<file path="src/rtl/keypad_encoder.sv">
// rtl/keypad_encoder.sv - 4x4 matrix keypad scanner with debounce, ghost rejection and ack handshake
// Emits the 4*row+col code of each debounced press exactly once to the hex display path.
module keypad_encoder #(
    parameter int SCAN_DIV       = 4,
    parameter int DEBOUNCE_SCANS = 3
) (
    input  logic       clk,
    input  logic       reset,
    input  logic [3:0] row_sense,
    input  logic       key_ack,
    output logic [3:0] col_drive,
    output logic [3:0] key_code,
    output logic       key_ready,
    output logic       key_held,
    output logic       overrun
);
    localparam int DW = (SCAN_DIV > 1) ? $clog2(SCAN_DIV) : 1;
    localparam int CW = $clog2(DEBOUNCE_SCANS + 1);

    typedef enum logic [1:0] {
        IDLE,
        PRESS_WAIT,
        HELD,
        RELEASE_WAIT
    } state_t;

    state_t        state, state_n;
    logic [DW-1:0] div_cnt;
    logic [1:0]    col;
    logic [15:0]   samples;
    logic [15:0]   scan_keys;
    logic [3:0]    cand, cand_n;
    logic [CW-1:0] cnt, cnt_n, cnt_inc;
    logic [3:0]    key_idx;
    logic          sample_now, scan_end, single, accept;

    assign sample_now = (div_cnt == DW'(SCAN_DIV - 1));
    assign scan_end   = sample_now && (col == 2'd3);
    assign col_drive  = ~(4'b0001 << col);
    assign key_held   = (state == HELD) || (state == RELEASE_WAIT);

    always_ff @(posedge clk) begin
        if (reset) begin
            div_cnt <= '0;
            col     <= '0;
            samples <= '0;
        end else if (sample_now) begin
            div_cnt <= '0;
            col     <= col + 2'd1;
            for (int r = 0; r < 4; r++) begin
                samples[4*r + int'(col)] <= ~row_sense[r];
            end
        end else begin
            div_cnt <= div_cnt + DW'(1);
        end
    end

    // Column 3 is still being driven at scan end, so its rows are taken live.
    always_comb begin
        scan_keys = samples;
        for (int r = 0; r < 4; r++) begin
            scan_keys[4*r + 3] = ~row_sense[r];
        end
    end

    always_comb begin
        key_idx = '0;
        for (int i = 0; i < 16; i++) begin
            if (scan_keys[i]) key_idx = 4'(i);
        end
    end

    // Multiple keys down can create phantom contacts, so they read as no key.
    assign single = (scan_keys != '0) && ((scan_keys & (scan_keys - 16'd1)) == '0);

    always_comb begin
        state_n = state;
        cand_n  = cand;
        cnt_n   = cnt;
        accept  = 1'b0;
        cnt_inc = cnt + CW'(1);
        if (scan_end) begin
            case (state)
                IDLE: begin
                    if (single) begin
                        state_n = PRESS_WAIT;
                        cand_n  = key_idx;
                        cnt_n   = CW'(1);
                    end
                end
                PRESS_WAIT: begin
                    if (!single) begin
                        state_n = IDLE;
                        cnt_n   = '0;
                    end else if (key_idx != cand) begin
                        cand_n = key_idx;
                        cnt_n  = CW'(1);
                    end else begin
                        cnt_n = cnt_inc;
                        if (cnt_inc == CW'(DEBOUNCE_SCANS)) begin
                            state_n = HELD;
                            accept  = 1'b1;
                        end
                    end
                end
                HELD: begin
                    if (!single) begin
                        state_n = RELEASE_WAIT;
                        cnt_n   = CW'(1);
                    end
                end
                RELEASE_WAIT: begin
                    if (single) begin
                        state_n = HELD;
                    end else if (cnt_inc == CW'(DEBOUNCE_SCANS)) begin
                        state_n = IDLE;
                        cnt_n   = '0;
                    end else begin
                        cnt_n = cnt_inc;
                    end
                end
                default: state_n = IDLE;
            endcase
        end
    end

    always_ff @(posedge clk) begin
        if (reset) begin
            state     <= IDLE;
            cand      <= '0;
            cnt       <= '0;
            key_code  <= '0;
            key_ready <= 1'b0;
            overrun   <= 1'b0;
        end else begin
            state <= state_n;
            cand  <= cand_n;
            cnt   <= cnt_n;
            // An accept beats a same-edge ack; the ack then only clears overrun.
            if (accept) begin
                key_code  <= cand;
                key_ready <= 1'b1;
                if (key_ready) overrun <= ~key_ack;
            end else if (key_ready && key_ack) begin
                key_ready <= 1'b0;
                overrun   <= 1'b0;
            end
        end
    end
endmodule

</file>
<file path="config.mk">
export PLATFORM = sky130hd
export DESIGN_NAME = keypad_encoder
export DESIGN_NICKNAME = d
export VERILOG_FILES = /design/src/rtl/keypad_encoder.sv
export SDC_FILE = /design/constraint.sdc
export NUM_CORES = 1
export LEC_CHECK = 0
export ABC_AREA = 1
export CAP_MARGIN = 40
export CORE_ASPECT_RATIO = 0.9
export CORE_MARGIN = 1
export CORE_UTILIZATION = 40
export DETAILED_ROUTE_END_ITERATION = 6
export GPL_TIMING_DRIVEN = 0
export HOLD_SLACK_MARGIN = 0.03
export PLACE_DENSITY_LB_ADDON = 0.1
export RECOVER_POWER = 25
export SLEW_MARGIN = 10
export SYNTH_ARGS = -nofsm -noshare
export SYNTH_HDL_FRONTEND = slang
export SYNTH_SLANG_ARGS = --single-unit
export TNS_END_PERCENT = 10
</file>
<file path="constraint.sdc">
create_clock -name clk -period 4.8 [get_ports clk]
set_input_delay 0.48 -clock clk [delete_from_list [all_inputs] [get_ports clk]]
set_output_delay 0.48 -clock clk [all_outputs]
set_load 0.01 [all_outputs]
</file>
==> out/metrics.yaml <==
logic_synthesis:
  postSynth.topFlopCell: "dfxtp_1"
  cell_area_after_synthesis_um2: 1780
  netlist-cell-type-count: 29
  yosysMostFrequentCell: "nand2_1"
  netlist_instances: 271
  synth.net_count: 286
  ys_async_sr_fraction_pct: 0
  synth_area_leader_cell: "dfxtp_1"
  ys.warnings.count: 0
  synth_seq_cells: 30
  share_of_synthesized_area_occupied_by_flip_flops_and_latches_pct: 33.7
  synth_area_leaders: "dfxtp_1 (34%), nand2_1 (13%), inv_1 (9.5%)"
  netlist_top_cells_count: "nand2_1 (61), inv_1 (45), dfxtp_1 (30), nor2_1 (30), o21ai_0 (24)"
  synth-edff-count: 0
  synthDominantCellAreaShare_pct: 33.7
  synthesis.area_per_instance_um2: 6.58
sta:
  fin_tns_setup_ps: 0
  timing.slew.headroom_pct: 76.6
  max_slew.worst_pin.slew_ps: 351
  clk_skew_ps: 3.83
  layout_worst_path_cycle_share_pct: 54.0
  grt_setup_unrepaired: "false"
  period_minus_slack_ps: 2590
  report.final.hold_viol_count: 0
  setup_viol: 0
  slew_violations: 0
  max_clock_freq_mhz: 386
route:
  number_of_remaining_drc_errors: 0
  dr.pass1.iters: 4
  routed_via_density: 4.73
  postRouteWirelength_um: 3780
  detail_route.wl_per_cell_um: 10.6
  via_count: 1684
  number_of_drc_violations_after_detailed_routing_iteration_0: 46
  count_of_nets_left_with_antenna_violations_after_detail_routing: 0
cts:
  cts.sink_count: 30
  cts_hold_repair.buffers: 0
  ctsHtreeMaxLevel: 2
  max-clock-path-buffers: 2
  clk_pin_slew_ps: 60
  worst_skew_pair_latency_ps: 290
  ctsResizeCount: 0
  numCtsBuffers: 5
  clock_tree.root_cell: "clkbuf_8"
  cts_tree: "built"
  post-cts-setup-buffers: 0
worst_setup_path:
  end_kind: "flop"
  worst_path_most_repeated_cell: "inv_1"
  critical-path-slowest-cell: "clkdlybuf4s50_1"
  critPathRequiredTime_ps: 4980
  crit-reg2reg-launch: "samples[12]"
  timing.setup.critical_path_class: "input pin to flop"
  crit_fanout: 5
  critPathArrivalTime_ps: 2770
  timing.critical_path.cells: "clkdlybuf4s50_1, inv_1, nor3_1, nand2_1, xor2_1, nor2_1, nand3_1, inv_1, nand3_1, inv_1, nand2_1, nand2_1, inv_1, nor2_1, nor2_1"
  cp-startpoint: "row_sense[3]"
  worst_setup_path_start_kind: "input pin"
  r2r_setup_slack_ps: 2570
  timing.critical_path.slowest_cell_delay_ps: 550
global_route:
  grt_max_degree: 11
  overflow: 0
  grt_first_pass_wirelength_um: 6730
  antenna_found_initial: 0
  first_global_vias: 1568
  grt_util_all_layers_pct: 18.9
power_and_ir_drop:
  leakagePower_nw: 0.968
  report.power.total_uw: 551
  power-per-cell-area_nw_per_um2: 260
  power.ir.vdd_worst_mv: 0.188
floorplanning:
  die_width_um: 72.4
  starting_utilization_of_the_core_area_pct: 42.6
  die_area_um2: 4730
  die_y_um: 65.4
  design.core.area_um2: 4180
  floorplan.io_pins: 18
  std_cell_rows: 22
finish:
  area_delta_synth_final_pct: 18.9
  utilization_pct: 50.7
  finish.instance_area_um2: 2120
  final_net_count: 310
  diodes: 0
  layout-drive-gt1-share_pct: 8.11
  fill_cells: 466
  multi_input_comb_area_um2: 988
  ff_latch_area_um2: 601
place:
  globalplace.congestion: 0.798
  portBuffers: 17
  place.detailed.hpwl_um: 2990
  place_area_um2: 2030
status:
  status: "finished, final reports clean"
job:
  maxCapViolCount: 0
worst_hold_path:
  holdCritPathClass: "flop to flop"
  holdCritStartpoint: "div_cnt[0]"
==> sequential cells by signal, indices dropped and copies added, names as in the netlist, named ones only <==
| signal | cells |
|---|---|
| samples | 12 |
| cand | 4 |
| state | 1 |
| key_code | 4 |
| key_ready | 1 |
| div_cnt | 2 |
| col | 2 |
| overrun | 1 |
| cnt | 2 |
==> layer usage <==
metal  vias up  part of all wire (%)  wire length (µm)  global-route usage [%]
met5         -                     0                 0                       0
met3         7                   4.0               152                    6.29
li1        909                     -                 -                       -
met1       745                    52              1970                    24.0
met2        23                    42              1580                    28.9
met4         0                   1.9                70                    8.58
==> placed cells by master (no fill, tap or decap), types with 4 or more instances in the layout <==
| cell type | instances |
|---|---|
| nor2_1 | 30 |
| nand2_1 | 61 |
| nand3_2 | 4 |
| nand4_1 | 4 |
| nand3_1 | 12 |
| clkdlybuf4s50_1 | 13 |
| a21oi_1 | 21 |
| clkbuf_8 | 6 |
| inv_1 | 45 |
| nor2_2 | 6 |
| dlygate4sd3_1 | 4 |
| ha_1 | 8 |
| dfxtp_1 | 30 |
| o21ai_0 | 24 |
| nor3_1 | 6 |
==> final timing paths <==
kind	to	cells past startpoint
worst max-delay path	cand[2]	15
worst min-delay path	div_cnt[0]	1
worst max register to register	cand[2]	15
worst min register to register	div_cnt[0]	1
==> cell type report <==
| type | instances | share of cell area (%) |
|---|---|---|
| multi-input cells | 190 | 46.6 |
| flip-flops and latches | 30 | 28.3 |
| inverters | 48 | 8.50 |
| repair buffers | 17 | 8.02 |
| clock buffers | 7 | 4.07 |
| well taps | 60 | 3.54 |
| plain buffers | 3 | 0.708 |
| clock inverters | 1 | 0.236 |
==> critical path, delay by kind of cell <==
kind	cells	cell delay, ps
buffers and inverters	5	960
xor gates and xnor gates	1	170
and+or+nand+nor	9	1160
==> cells by family (layout without fill, tap and decap cells) <==
family | after synthesis | after routing | share of synthesized area (%)
AOI/OAI and AO/OA | 50 | 50 | 14.4
xor gates and xnor gates | 2 | 2 | 0.982
adders and majority gates | 9 | 9 | 6.17
buffers and inverters | 51 | 76 | 10.9
DFF | 30 | 30 | 33.7
and+or+nand+nor | 129 | 129 | 33.9
==> power breakdown <==
part           switching, mW  internal, mW
Clock                 0.0956         0.115
Sequential           0.00396         0.255
Combinational         0.0494        0.0317
==> through the flow <==
| stage | std cells | hold WS (ps) | worst slack, ps |
|---|---|---|---|
| 2_1_floorplan | 271 | 400 | 2890 |
| 3_3_place_gp | 348 | 420 | 1990 |
| 3_5_place_dp | 348 | 419 | 1930 |
| 4_1_cts | 356 | 434 | 2220 |
| 5_1_grt | 356 | 447 | 1860 |
| 6_report | 356 | 430 | 2210 |
No activity file was read; power rests on OpenSTA's default activity.
